**config.mk**
```make
export PLATFORM = sky130hd
export DESIGN_NAME = mul_arbiter
export DESIGN_NICKNAME = d
export VERILOG_FILES = /design/src/rtl/mul_arb_pkg.sv /design/src/rtl/mul_arb_checker.sv /design/src/rtl/mul_arb_tag_fifo.sv /design/src/rtl/mul_arbiter.sv
export SDC_FILE = /design/constraint.sdc
export NUM_CORES = 1
export LEC_CHECK = 0
export BUFFER_PORTS_ARGS = -buffer_cell sky130_fd_sc_hd__clkbuf_2
export CAP_MARGIN = 20
export CORE_AREA = 3 3 94 96
export DETAILED_ROUTE_END_ITERATION = 10
export DIE_AREA = 0 0 97 99
export HOLD_SLACK_MARGIN = 0.02
export PLACE_DENSITY = 0.75
export SYNTH_ARGS = -nofsm -noshare
export SYNTH_HDL_FRONTEND = slang
export SYNTH_SLANG_ARGS = --single-unit
```
**constraint.sdc**
```tcl
create_clock -name clk -period 7.7 [get_ports clk]
set_input_delay 0.385 -clock clk [delete_from_list [all_inputs] [get_ports clk]]
set_output_delay 0.385 -clock clk [all_outputs]
set_load 0.05 [all_outputs]
```
**src/rtl/mul_arb_pkg.sv**
```systemverilog
// Shared types, default sizes and small helpers for the mul arbiter slice.
package mul_arb_pkg;

    localparam int c_nreqs = 4;
    localparam int c_width = 16;
    localparam int c_depth = 4;
    localparam int c_id_w  = $clog2(c_nreqs);

    // Requester id at the default requester count.
    typedef logic [c_id_w-1:0] id_t;

    // Operand pair as carried on a request message: {a, b}.
    typedef struct packed {
        logic [c_width-1:0] a;
        logic [c_width-1:0] b;
    } operands_t;

    // Product as carried on a response message.
    typedef logic [2*c_width-1:0] product_t;

    // Round-robin successor of an id, wrapping at n.
    function automatic int next_id(input int id, input int n);
        if (id + 1 >= n) begin
            return 0;
        end else begin
            return id + 1;
        end
    endfunction

endpackage

```
**src/rtl/mul_arb_checker.sv**
```systemverilog
// Simulation-only protocol and consistency checks for the mul arbiter.
module mul_arb_checker #(
    parameter int p_depth  = 4,
    parameter int p_cnt_w  = 3
) (
    input logic               clk,
    input logic               reset,
    input logic               mul_resp_val,
    input logic               empty,
    input logic               full,
    input logic [p_cnt_w-1:0] count
);

    // mul must never answer when no operation is in flight.
    a_resp_when_empty: assert property (@(posedge clk) disable iff (!reset)
        !(mul_resp_val && empty));

    // Occupancy never exceeds the FIFO depth.
    a_count_bound: assert property (@(posedge clk) disable iff (!reset)
        count <= p_cnt_w'(p_depth));

    // Full flag tracks the count exactly.
    a_full_flag: assert property (@(posedge clk) disable iff (!reset)
        full == (count == p_cnt_w'(p_depth)));

endmodule

```
**src/rtl/mul_arb_tag_fifo.sv**
```systemverilog
// Tag FIFO holding the requester id of each operation in flight inside mul.
module mul_arb_tag_fifo #(
    parameter  int p_depth  = 4,
    parameter  int p_id_w   = 2,
    localparam int lp_ptr_w = $clog2(p_depth),
    localparam int lp_cnt_w = $clog2(p_depth) + 1
) (
    input  logic                clk,
    input  logic                reset,
    input  logic                i_push,
    input  logic [p_id_w-1:0]   i_push_id,
    input  logic                i_pop,
    output logic [p_id_w-1:0]   o_head_id,
    output logic                o_full,
    output logic                o_empty,
    output logic [lp_cnt_w-1:0] o_count
);

    localparam logic [lp_cnt_w-1:0] lp_full_cnt = lp_cnt_w'(p_depth);

    logic [p_id_w-1:0]   r_mem [p_depth];
    logic [lp_ptr_w-1:0] r_head;
    logic [lp_ptr_w-1:0] r_tail;
    logic [lp_cnt_w-1:0] r_count;
    logic                w_push;
    logic                w_pop;

    // A full FIFO refuses a push even when a pop happens in the same cycle.
    assign w_push    = i_push & ~o_full;
    assign w_pop     = i_pop & ~o_empty;
    assign o_full    = (r_count == lp_full_cnt);
    assign o_empty   = (r_count == {lp_cnt_w{1'b0}});
    assign o_count   = r_count;
    assign o_head_id = r_mem[r_head];

    // Storage write at the tail; pointers wrap naturally at the power-of-two depth.
    always_ff @(posedge clk or negedge reset) begin
        if (!reset) begin
            for (int i = 0; i < p_depth; i++) begin
                r_mem[i] <= {p_id_w{1'b0}};
            end
        end else if (w_push) begin
            r_mem[r_tail] <= i_push_id;
        end
    end

    // Head/tail pointers and occupancy count.
    always_ff @(posedge clk or negedge reset) begin
        if (!reset) begin
            r_head  <= {lp_ptr_w{1'b0}};
            r_tail  <= {lp_ptr_w{1'b0}};
            r_count <= {lp_cnt_w{1'b0}};
        end else begin
            if (w_push) begin
                r_tail <= r_tail + lp_ptr_w'(1);
            end
            if (w_pop) begin
                r_head <= r_head + lp_ptr_w'(1);
            end
            case ({w_push, w_pop})
                2'b10:   r_count <= r_count + lp_cnt_w'(1);
                2'b01:   r_count <= r_count - lp_cnt_w'(1);
                default: r_count <= r_count;
            endcase
        end
    end

endmodule

```
**src/rtl/mul_arbiter.sv**
```systemverilog
// Round-robin arbiter sharing one multi-cycle mul unit among several requesters,
// steering each in-order response back to the requester that issued it.
module mul_arbiter
    import mul_arb_pkg::*;
#(
    parameter int p_nreqs = c_nreqs,
    parameter int p_width = c_width,
    parameter int p_depth = c_depth
) (
    input  logic                         clk,
    input  logic                         reset,
    input  logic [p_nreqs-1:0]           in_req_val,
    output logic [p_nreqs-1:0]           in_req_rdy,
    input  logic [p_nreqs*2*p_width-1:0] in_req_msg,
    output logic [p_nreqs-1:0]           in_resp_val,
    input  logic [p_nreqs-1:0]           in_resp_rdy,
    output logic [2*p_width-1:0]         in_resp_msg,
    output logic                         mul_req_val,
    input  logic                         mul_req_rdy,
    output logic [2*p_width-1:0]         mul_req_msg,
    input  logic                         mul_resp_val,
    output logic                         mul_resp_rdy,
    input  logic [2*p_width-1:0]         mul_resp_msg
);

    localparam int lp_id_w  = $clog2(p_nreqs);
    localparam int lp_msg_w = 2 * p_width;
    localparam int lp_cnt_w = $clog2(p_depth) + 1;

    logic [lp_id_w-1:0]  r_ptr;
    logic [lp_id_w-1:0]  w_grant;
    logic [lp_id_w-1:0]  w_head;
    logic                w_any;
    logic                w_full;
    logic                w_empty;
    logic                w_issue;
    logic                w_resp_fire;
    logic [lp_cnt_w-1:0] w_count;

    // Grant search: first valid requester starting at the priority pointer.
    always_comb begin
        int   v_idx;
        logic v_found;
        v_idx   = 0;
        v_found = 1'b0;
        w_grant = r_ptr;
        for (int k = 0; k < p_nreqs; k++) begin
            v_idx = int'(r_ptr) + k;
            if (v_idx >= p_nreqs) begin
                v_idx = v_idx - p_nreqs;
            end else begin
                v_idx = v_idx;
            end
            if (!v_found && in_req_val[v_idx]) begin
                w_grant = lp_id_w'(v_idx);
                v_found = 1'b1;
            end else begin
                v_found = v_found;
            end
        end
    end

    // Request path is purely combinational; reset masks it so nothing issues.
    assign w_any       = |in_req_val;
    assign mul_req_val = reset & w_any & ~w_full;
    assign w_issue     = mul_req_val & mul_req_rdy;
    assign mul_req_msg = in_req_msg[int'(w_grant)*lp_msg_w +: lp_msg_w];

    // Only the granted requester sees ready, and only when the issue fires.
    always_comb begin
        in_req_rdy = {p_nreqs{1'b0}};
        if (w_issue) begin
            in_req_rdy[w_grant] = 1'b1;
        end else begin
            in_req_rdy = {p_nreqs{1'b0}};
        end
    end

    // Response steering to the requester recorded at the FIFO head.
    always_comb begin
        in_resp_val = {p_nreqs{1'b0}};
        if (reset && mul_resp_val && !w_empty) begin
            in_resp_val[w_head] = 1'b1;
        end else begin
            in_resp_val = {p_nreqs{1'b0}};
        end
    end

    assign mul_resp_rdy = reset & in_resp_rdy[w_head] & ~w_empty;
    assign in_resp_msg  = mul_resp_msg;
    assign w_resp_fire  = mul_resp_val & mul_resp_rdy;

    // Priority pointer moves past the winner on every issue, else holds.
    always_ff @(posedge clk or negedge reset) begin
        if (!reset) begin
            r_ptr <= {lp_id_w{1'b0}};
        end else if (w_issue) begin
            r_ptr <= lp_id_w'(next_id(int'(w_grant), p_nreqs));
        end else begin
            r_ptr <= r_ptr;
        end
    end

    mul_arb_tag_fifo #(
        .p_depth (p_depth),
        .p_id_w  (lp_id_w)
    ) u_fifo (
        .clk       (clk),
        .reset     (reset),
        .i_push    (w_issue),
        .i_push_id (w_grant),
        .i_pop     (w_resp_fire),
        .o_head_id (w_head),
        .o_full    (w_full),
        .o_empty   (w_empty),
        .o_count   (w_count)
    );

    mul_arb_checker #(
        .p_depth (p_depth),
        .p_cnt_w (lp_cnt_w)
    ) u_chk (
        .clk          (clk),
        .reset        (reset),
        .mul_resp_val (mul_resp_val),
        .empty        (w_empty),
        .full         (w_full),
        .count        (w_count)
    );

endmodule

```
Yosys cells after proc, flatten, opt, wreduce, memory -nomap -nowiden

Index checks and enable logic that the tools add are counted.

Div/mod/pow operators: 0
Mux-type cells: 39
Equal/unequal tests: 3
Multipliers: 0
Shifts and indexed selects: 1
Reductions and logical operators: 15
Bitwise logic cells: 12
$lt $le $gt $ge: 16
Add/sub/neg operators: 12

Operators by type and width:

| kind                | number |
|---|---|
| $lt 32x4->1 const B | 4 |
| $mux 32             | 4 |
| $shiftx 128x8->32   | 1 |
| $ge 3x3->1 const B  | 6 |
| $mux 2              | 8 |
| $mux 1              | 14 |
| $sub 3x3->4 const B | 3 |
| $bmux 1 s2          | 5 |
| $and 1x1->1         | 8 |
| $bwmux 8            | 1 |
| $logic_and 1x1->1   | 8 |
| $mux 4              | 2 |
| $add 2x1->3 const B | 2 |
| $add 2x2->3 const B | 2 |
| $lt 2x3->1 const B  | 2 |
| $not 2->3           | 2 |
| $pmux 3 s2          | 1 |
| $add 2x1->2 const B | 2 |
| $bmux 2 s2          | 1 |
| $demux 1 s2         | 2 |
| $demux 2 s2         | 1 |
| $ge 2x1->1 const B  | 2 |
| $logic_not 1->1     | 4 |
| $reduce_or 4->1     | 1 |
| other kinds (11)    | 12 |

Memory bits (read-only): 0
Input bits: 172
Latch bits: 0
Flip-flop bits (word level): 17
Bits in writable memories: 0
Logic and storage cells: 106
Memories kept: 0

Longest topological paths before layout

Gate-level depths: netlist (run 1).

Word-level depth: 20
Gate-level depth with buffers: 11
Mapped depth without buffers: 10

Modules after synthesis

Synthesis (run 1) repeated with hierarchy kept, for this count alone.

Cells, all modules: 313
Area, all modules: 2274.7 sq um

By module, submodules not included:

| module           | times used | seq. area each (sq um) | cells each | area an instance (sq um) |
|---|---|---|---|---|
| mul_arbiter      | 1          | 50.0                   | 255        | 1503.9 |
| mul_arb_tag_fifo | 1          | 375.4                  | 58         | 770.7 |

Worst setup path after synthesis (run 1)

OpenSTA, ideal clock, no wires.

Path kind: input -> output
From: in in_req_val[2]
To: out mul_req_msg[0]
Stages on the path: 5
Data arrival time: 2.193 ns
Buffers on the path: 1
Path slack: 5.122 ns
Cells stage by stage: nor2b_1 o21ai_1 o211a_2 clkbuf_1 mux2i_1

Word-level cells in the longest chain between the ends: 14

Ends and longest elaborated chain:

| element                                    | line              | source |
|---|---|---|
| start: declaration                         | mul_arbiter.sv:12 | `input logic [p_nreqs-1:0] in_req_val,` |
| $bmux 1 s2                                 | mul_arbiter.sv:54 | `if (!v_found && in_req_val[v_idx]) begin` |
| $mux 1 (not written as such) (2 in series) | mul_arbiter.sv:54 |  |
| $mux 1                                     | mul_arbiter.sv:54 |  |
| $logic_not 1->1                            | mul_arbiter.sv:54 |  |
| $logic_and 1x1->1                          | mul_arbiter.sv:54 |  |
| $mux 1                                     | mul_arbiter.sv:54 |  |
| $logic_not 1->1                            | mul_arbiter.sv:54 |  |
| $logic_and 1x1->1                          | mul_arbiter.sv:54 |  |
| $mux 1                                     | mul_arbiter.sv:54 |  |
| $logic_not 1->1                            | mul_arbiter.sv:54 |  |
| $logic_and 1x1->1                          | mul_arbiter.sv:54 |  |
| $mux 2 *                                   | mul_arbiter.sv:54 |  |
| $shiftx 128x8->32 *                        | mul_arbiter.sv:67 | `assign mul_req_msg = in_req_msg[int'(w_grant)*lp_msg_w +: lp_msg_w];` |
| end: declaration                           | mul_arbiter.sv:20 | `output logic [2*p_width-1:0] mul_req_msg,` |

Every way passes the cells marked *; elsewhere a longest branch is shown, timed or not. The select of a mux whose other input is x is not followed.

Worst setup path after layout (run 1)

From: reg r_ptr[0]
To: out in_req_rdy[2]

Word-level cells in the longest chain between the ends: 20

Ends and longest elaborated chain:

| element                                                               | line               | source |
|---|---|---|
| start: declaration                                                    | mul_arbiter.sv:30  | `logic [lp_id_w-1:0] r_ptr;` |
| start signal: assignment                                              | mul_arbiter.sv:96  | `r_ptr <= {lp_id_w{1'b0}};` |
| start signal: assignment                                              | mul_arbiter.sv:98  | `r_ptr <= lp_id_w'(next_id(int'(w_grant), p_nreqs));` |
| start signal: assignment                                              | mul_arbiter.sv:100 | `r_ptr <= r_ptr;` |
| parallel branches: the longest is 14 deep, another holds $sub 3x3->4  | -                  |  |
| $mux 2 *                                                              | mul_arbiter.sv:54  |  |
| $lt 2x3->1 (not written as such) / $ge 2x1->1 (equally long branches) | mul_arbiter.sv:73  | `in_req_rdy[w_grant] = 1'b1;` |
| $logic_and 1x1->1 (not written as such)                               | mul_arbiter.sv:73  |  |
| $mux 1 (not written as such)                                          | mul_arbiter.sv:73  |  |
| $demux 1 s2 *                                                         | mul_arbiter.sv:73  |  |
| $mux 4 *                                                              | mul_arbiter.sv:72  | `if (w_issue) begin` |
| end: declaration                                                      | mul_arbiter.sv:13  | `output logic [p_nreqs-1:0] in_req_rdy,` |

Every way passes the cells marked *. The select of a mux whose other input is x is not followed.

==> results.rst, run 1 <==
.. list-table::
   :header-rows: 1

   * - Metric
     - Value
   * - Clock buffer depth
     - 2
   * - Synthesis warning total
     - 0
   * - Pin count of the biggest net entering global routing
     - 72
   * - Number of sinks driven by the clock tree
     - 17
   * - Number of buffers inserted by post-CTS setup repair
     - 0
   * - Min-Delay Path Class
     - primary input to async pin
   * - Fmax
     - 0.3227 GHz
   * - Die outline area
     - 9603 µm²
   * - Detailed placement HPWL
     - 6.277 mm
   * - Chip Width
     - 97 µm
   * - EDFF count, synth
     - 0
   * - Overall global routing resource usage
     - 14.27%
   * - Cell row count
     - 33
   * - Register-to-Register Path Depth
     - 9
   * - Worst r2r dst
     - u_fifo.o_count[2]
   * - Multi-input gate area in the final layout
     - 1587 µm²
   * - Number of remaining DRC errors
     - 0
   * - TritonCTS Buffers
     - 3
   * - Clock tree from TritonCTS
     - yes
   * - Grt ovf
     - 0
   * - Final Critical Period
     - 3.099 ns
   * - Number of distinct library cells after synthesis
     - 30
   * - Total count of max-transition violations in the final report
     - 0
   * - Tightest Pin Transition
     - roughly 1.1 ns
   * - First-pass GRT wire length
     - 11.34 mm
   * - Synthesized netlist net count
     - 422
   * - Setup TNS
     - 0 ns
   * - Setup slack of the critical path after layout
     - around 4.6 ns
   * - Power density over the cells
     - approximately 390 nW/µm²
   * - Final worst-path cycle share
     - 40.25%
   * - Final Setup Violations
     - 0
   * - Worst-path maximum fanout
     - 71
   * - Final Net Count
     - ~570
   * - Vias per cell
     - 4.620
   * - Count of antenna diodes in the layout
     - 0
   * - Layout overhead on the synthesized area
     - 33.81%
   * - Number of buffers inserted for hold repair after clock tree synthesis
     - 0
   * - Most common cell in the synthesized netlist
     - sky130_fd_sc_hd__mux2i_1
   * - Post-Syn Area per Cell
     - between 9 and 10 µm²
   * - Final Hold Vio Count
     - 0
   * - First-pass iteration count of the detailed router
     - 4
   * - Cell type with the largest total area after synthesis
     - sky130_fd_sc_hd__mux2i_1
   * - Sequential element share of the synthesized area
     - 18.10%
   * - Y dimension of the die
     - 99 µm
   * - Required time of the worst setup path
     - 7.32 ns
   * - Crit Path Class
     - flip-flop to primary output
   * - 1st-iter DRT viols
     - 34
   * - Worst-case headroom to the max-slew limit
     - 25.66%
   * - Gate count after technology mapping
     - 240
   * - Total vias in the final route
     - 2,250
   * - Worst setup timing slack at the placement stage
     - 4.746 ns
   * - Clock latency on the worst-skew pair
     - 0.25 ns
   * - Kind of start point of the critical path
     - flip-flop
   * - Initial cell density of the core
     - between 20% and 30%
   * - DRT antenna net count
     - 0
   * - Max-cap violations
     - 0
   * - GP Congestion
     - just over 0.8
   * - Worst hold margin
     - 0.07762 ns
   * - RSZ-0062 raised after global routing
     - no
   * - Leakage
     - ~0.0018 µW
   * - Arrival @ worst endpoint
     - 2.71 ns
   * - Sequential Area
     - 425.4 µm²
   * - Number of synthesized register bits
     - 17
   * - H-tree lvl count
     - 1
   * - Peak supply drop
     - ~0.00019 V
   * - Root cell of the clock tree
     - sky130_fd_sc_hd__clkbuf_8
   * - Most numerous cell types in the synthesized netlist
     - 99 x sky130_fd_sc_hd__mux2i_1, 38 x sky130_fd_sc_hd__buf_4, 17 x sky130_fd_sc_hd__dfrtp_1
   * - Clock slew seen by the registers of the worst setup and hold paths
     - 0.07 ns
   * - Main synth FF type
     - sky130_fd_sc_hd__dfrtp_1
   * - Status
     - completed
   * - Dominant cells by area after synthesis
     - sky130_fd_sc_hd__mux2i_1 42%, sky130_fd_sc_hd__dfrtp_1 18%, sky130_fd_sc_hd__buf_4 12%
   * - I/O pin total
     - 246
   * - Routed Wire Length
     - 7.249 mm
   * - Reg-to-reg setup timing slack
     - 5.07 ns
   * - Final design utilization
     - roughly two fifths
   * - Placeable core region
     - 8134 µm²
   * - Type of element capturing the critical path
     - primary output
   * - Async set-reset flop share out of synthesis
     - 100.0%
   * - Filler cell count
     - approximately 800
   * - Number of global-route vias before repair
     - 2,382
   * - Post-synth top area share
     - between 40% and 50%
   * - Reg2reg start
     - u_fifo.r_head[0]
   * - Post-DR wirelength/cell
     - 14.89 µm
   * - Share of final-layout standard cells stronger than drive strength 1
     - 51.57%
   * - CTS-repair resized insts
     - 0
   * - Number of antenna violations at the first check in global routing
     - 0
   * - IO buf count
     - about 180
   * - Clock Skews
     - about 0.0088 ns
   * - Synth Cell Area
     - 2350 µm²
flip-flops by register name, summed over array words and instances, names as in the netlist:
name            flops
r_ptr               2
u_fifo.o_count      3
u_fifo.r_head       2
u_fifo.r_mem        8
u_fifo.r_tail       2
metrics by stage:
stage                     instances  area [µm²]  total power (µW)
after CTS                       487        3144              1242
after floorplan                 240        2350              1011
after detailed placement        483        3098              1172
after global placement          483        3098              1151
final                           487        3144              1227
after global routing            487        3144              1313
power by group:
part,internal (µW),switching [µW]
sequential,134,37.9
clock,35.8,30.8
combinational,333,656
total,503,724
layer usage:
metal / global-route usage, % / wire length [µm]
met5: 0 / 0
met4: 3.456 / 95
met3: 4.034 / 630
met2: 26.75 / 3819
met1: 15.88 / 2704
final cells by class:
type                            count  area share (%)
Multi-Input combinational cell    169           50.46
Timing Repair Buffer              183           29.29
Sequential cell                    17           13.53
Tap cell                          105           4.178
Clock buffer                        3           1.313
Inverter                            9           1.074
Clock inverter                      1          0.1592
cells in the final DEF, fill, tap and decap left out, drive strengths merged, types with 2 or more instances in the layout:
master	synthesis	layout
and3	5	5
mux4	2	2
dfrtp	17	17
o21ai	6	6
mux2i	99	99
inv	9	9
nor2b	4	4
buf	43	2
xnor2	3	3
nor2	4	4
mux2	8	8
clkbuf	2	184
nand2	13	13
o311a	2	2
xor2	3	3
ha	9	9
worst max path at each step:
stage | startpoint | to | slack [ns] | cells past startpoint
floorplan | in_req_val[2] | mul_req_msg[0] | 5.12 | 5
global route | r_ptr[1] | mul_req_msg[20] | 4.36 | 7
detailed placement | in_req_val[2] | mul_req_msg[24] | 4.75 | 8
CTS | r_ptr[0] | mul_req_msg[24] | 4.60 | 7
global placement | in_req_val[2] | mul_req_msg[24] | 4.86 | 8
finish | r_ptr[0] | in_req_rdy[2] | 4.60 | 7
logic make-up after synthesis:
| group | Yosys count | synth area share (%) |
|---|---|---|
| adder cells (fa/ha/maj) | 10 | 5.644 |
| multiplexers | 109 | 47.92 |
| AND/OR/NAND/NOR | 29 | 6.230 |
| XOR/XNOR | 6 | 2.237 |
| AO/OA/AOI/OAI | 15 | 4.899 |
| buffers and inverters | 54 | 14.96 |
| flip-flops | 17 | 18.10 |
critical path, stage by stage (launching register included):
cell	delay (ns)
sky130_fd_sc_hd__dfrtp_1	0.41
sky130_fd_sc_hd__nor2b_1	0.17
sky130_fd_sc_hd__o21ai_0	0.16
sky130_fd_sc_hd__o31ai_4	0.09
sky130_fd_sc_hd__buf_4	0.83
sky130_fd_sc_hd__ha_1	0.28
sky130_fd_sc_hd__and3_1	0.14
sky130_fd_sc_hd__clkbuf_2	0.27
(Power assumes the default switching activity.)
==> run 2, diff against run 1 <==
--- a/config.mk
+++ b/config.mk
@@ -7,11 +7,11 @@
 export LEC_CHECK = 0
 export BUFFER_PORTS_ARGS = -buffer_cell sky130_fd_sc_hd__clkbuf_2
 export CAP_MARGIN = 20
-export CORE_AREA = 3 3 94 96
+export CORE_AREA = 3 3 95 97
 export DETAILED_ROUTE_END_ITERATION = 10
-export DIE_AREA = 0 0 97 99
+export DIE_AREA = 0 0 98 100
 export HOLD_SLACK_MARGIN = 0.02
-export PLACE_DENSITY = 0.75
+export PLACE_DENSITY = 0.74
 export SYNTH_ARGS = -nofsm -noshare
 export SYNTH_HDL_FRONTEND = slang
 export SYNTH_SLANG_ARGS = --single-unit
==> constraint.sdc (replaced) <==
create_clock -name clk -period 3 [get_ports clk]
set_input_delay 0.15 -clock clk [delete_from_list [all_inputs] [get_ports clk]]
set_output_delay 0.15 -clock clk [all_outputs]
set_load 0.05 [all_outputs]
==> run 2 against run 1 <==
Final cell count rose by 0.62%. Worst setup slack lost 4.3 ns. Worst hold slack gained 0.21 ns. Die area is 2.1% higher. Non-clock buffer count rose by 3. Critical path depth grew 2. Flip-flop and latch count unchanged. Sequential power increased to 2.6 times the previous value. First-iteration DRC count up 41%. Core utilization increased by 0.22 points. Critical path type is now flip-flop to flip-flop. Largest cell class unchanged.
==> results.rst, run 2 (synthesis gave the netlist of run 1 again) <==
.. list-table::
   :header-rows: 1

   * - Metric
     - Value
   * - Max-cap violations
     - 0 (unchanged)
   * - Cell row count
     - 33 (unchanged)
   * - Worst-path maximum fanout
     - 6 (-92%)
   * - Worst-case headroom to the max-slew limit
     - 59.11% (+33 points)
   * - Multi-input gate area in the final layout
     - 1587 µm² (unchanged)
   * - Initial cell density of the core
     - 28.60% (-0.29 points)
   * - RSZ-0062 raised after global routing
     - no
   * - Arrival @ worst endpoint
     - 2.82 ns (+0.11 ns)
   * - Most used cells in the layout excluding fill and tap cells
     - 181 x sky130_fd_sc_hd__clkbuf_2, 99 x sky130_fd_sc_hd__mux2i_1, 17 x sky130_fd_sc_hd__dfrtp_1
   * - Final Hold Vio Count
     - 0 (unchanged)
   * - First-pass iteration count of the detailed router
     - 4 (unchanged)
   * - Reg-to-reg setup timing slack
     - 0.35 ns (-4.72 ns)
   * - Clock tree from TritonCTS
     - yes
   * - Layout overhead on the synthesized area
     - 35.94%
   * - Grt ovf
     - 0 (unchanged)
   * - Leakage
     - 0.001841 µW (+1.2%)
   * - Status
     - completed
   * - Final design utilization
     - 38.88% (+0.22 points)
   * - TritonCTS Buffers
     - 3 (unchanged)
   * - Overall global routing resource usage
     - 13.26% (-1.0 points)
   * - Root cell of the clock tree
     - sky130_fd_sc_hd__clkbuf_8
   * - Final worst-path cycle share
     - about nine tenths
   * - Count of antenna diodes in the layout
     - 0 (unchanged)
   * - Final Setup Violations
     - 0 (unchanged)
   * - IO buf count
     - 181 (unchanged)
   * - Vias per cell
     - 4.612 (-0.17%)
   * - Share of final-layout standard cells stronger than drive strength 1
     - 51.69% (+0.12 points)
   * - Number of remaining DRC errors
     - 0 (unchanged)
   * - H-tree lvl count
     - 1 (unchanged)
   * - Clock Skews
     - 0.0008238 ns (-0.007967 ns)
   * - First-pass GRT wire length
     - 10.86 mm (-4.2%)
   * - Number of sinks driven by the clock tree
     - 17 (unchanged)
   * - Power density over the cells
     - 995.8 nW/µm² (+160%)
   * - Routed Wire Length
     - 6.985 mm (-3.6%)
   * - Y dimension of the die
     - 100 µm (+1.0%)
   * - Required time of the worst setup path
     - 3.17 ns (-4.15 ns)
   * - Placeable core region
     - 8217 µm² (+1.0%)
   * - Clock slew seen by the registers of the worst setup and hold paths
     - 0.06 ns (about the same)
   * - Sequential Area
     - 425.4 µm² (unchanged)
   * - Pin count of the biggest net entering global routing
     - 49 (-32%)
   * - Final Net Count
     - 568 (+0.53%)
   * - Flip-flop count of the largest register after layout
     - 8 (unchanged)
   * - Number of antenna violations at the first check in global routing
     - 0 (unchanged)
   * - Tightest Pin Transition
     - 0.6134 ns (-0.5016 ns)
   * - Peak supply drop
     - 0.0004015 V (+110%)
   * - Total chip power
     - 3181 µW (+160%)
   * - 1st-iter DRT viols
     - 48 (+41%)
   * - Setup TNS
     - 0 ns (unchanged)
   * - Reg2reg start
     - u_fifo.r_head[0]
   * - I/O pin total
     - 246 (unchanged)
   * - Kind of start point of the critical path
     - flip-flop
   * - DRT antenna net count
     - 0 (unchanged)
   * - Number of buffers inserted for hold repair after clock tree synthesis
     - 1 (+1)
   * - Detailed placement HPWL
     - 6.175 mm (-1.6%)
   * - Fmax
     - 0.3768 GHz
   * - Total count of max-transition violations in the final report
     - 0 (unchanged)
   * - Final Critical Period
     - 2.654 ns
   * - GP Congestion
     - 0.7929 (-4.7%)
   * - Filler cell count
     - 825 (+2.9%)
   * - Post-DR wirelength/cell
     - 14.26 µm (-4.2%)
   * - Register-to-Register Path Depth
     - 9 (unchanged)
   * - Most common cell after layout, fill and taps aside
     - sky130_fd_sc_hd__clkbuf_2
   * - CTS-repair resized insts
     - 0 (unchanged)
   * - Type of element capturing the critical path
     - flip-flop
   * - Min-Delay Path Class
     - primary input to async pin
   * - Die outline area
     - 9800 µm² (+2.1%)
   * - Number of buffers inserted by post-CTS setup repair
     - 0 (unchanged)
   * - Chip Width
     - 98 µm (+1.0%)
   * - Total vias in the final route
     - 2,260 (+0.44%)
   * - Crit Path Class
     - flip-flop to flip-flop
   * - Clock buffer depth
     - 2 (unchanged)
   * - Clock latency on the worst-skew pair
     - 0.25 ns (about the same)
   * - Most flops, register
     - u_fifo.r_mem
   * - Number of global-route vias before repair
     - 2,310 (-3.0%)
   * - Worst r2r dst
     - u_fifo.o_count[2]
[run 2: power breakdown]
group,leakage (µW),total [µW],internal [µW],switching [µW]
Sequential,0.000207,441,344,96.2
Combinational,0.00161,2570,881,1690
Clock,0.0000255,166,91.9,74.2
Total,0.00184,3180,1320,1860
[run 2: layer usage]
layer	global-route usage, %	vias up	share of wire (%)
met5	0	-	0
met4	2.449	0	0.79
met3	3.892	12	8.1
met1	15.16	1026	37
li1	-	1114	-
met2	24.66	108	54
[run 2: worst max-delay path, stage by stage (launching register included)]
cell                      delay, ns
sky130_fd_sc_hd__dfrtp_1       0.45
sky130_fd_sc_hd__mux4_2        0.61
sky130_fd_sc_hd__mux2i_1       0.18
sky130_fd_sc_hd__o22ai_2       0.26
sky130_fd_sc_hd__ha_1          0.22
sky130_fd_sc_hd__inv_1         0.06
sky130_fd_sc_hd__fa_1          0.37
sky130_fd_sc_hd__xor2_1        0.15
sky130_fd_sc_hd__nor2_1        0.11
sky130_fd_sc_hd__xor2_1        0.16
[run 2: worst max-delay path by stage]
stage	slack (ns)	depth (start not counted)	from	end
floorplan	0.55	9	u_fifo.r_head[0]	u_fifo.o_count[2]
finish	0.35	9	u_fifo.r_head[0]	u_fifo.o_count[2]
CTS	0.34	9	u_fifo.r_head[0]	u_fifo.o_count[2]
global route	0.14	9	u_fifo.r_head[0]	u_fifo.o_count[2]
global placement	0.45	9	u_fifo.r_head[0]	u_fifo.o_count[2]
detailed placement	0.37	9	u_fifo.r_head[0]	u_fifo.o_count[2]
[run 2: area by class of cell]
type	instances	area share, %
Multi-Input combinational cell	169	49.67
Timing Repair Buffer	186	30.40
Sequential cell	17	13.32
Tap cell	105	4.113
Clock buffer	3	1.293
Inverter	9	1.058
Clock inverter	1	0.1567
[run 2: metrics by stage]
step           hold slack, ns  std cells  worst slack [ns]  cell area, µm²
2_1_floorplan         -0.1456        240            0.5541            2350
3_3_place_gp          0.01566        485            0.4532            3138
3_5_place_dp          0.01823        485            0.3692            3138
4_1_cts                0.2863        490            0.3365            3194
5_1_grt                0.3001        490            0.1445            3194
6_report               0.2885        490            0.3460            3194
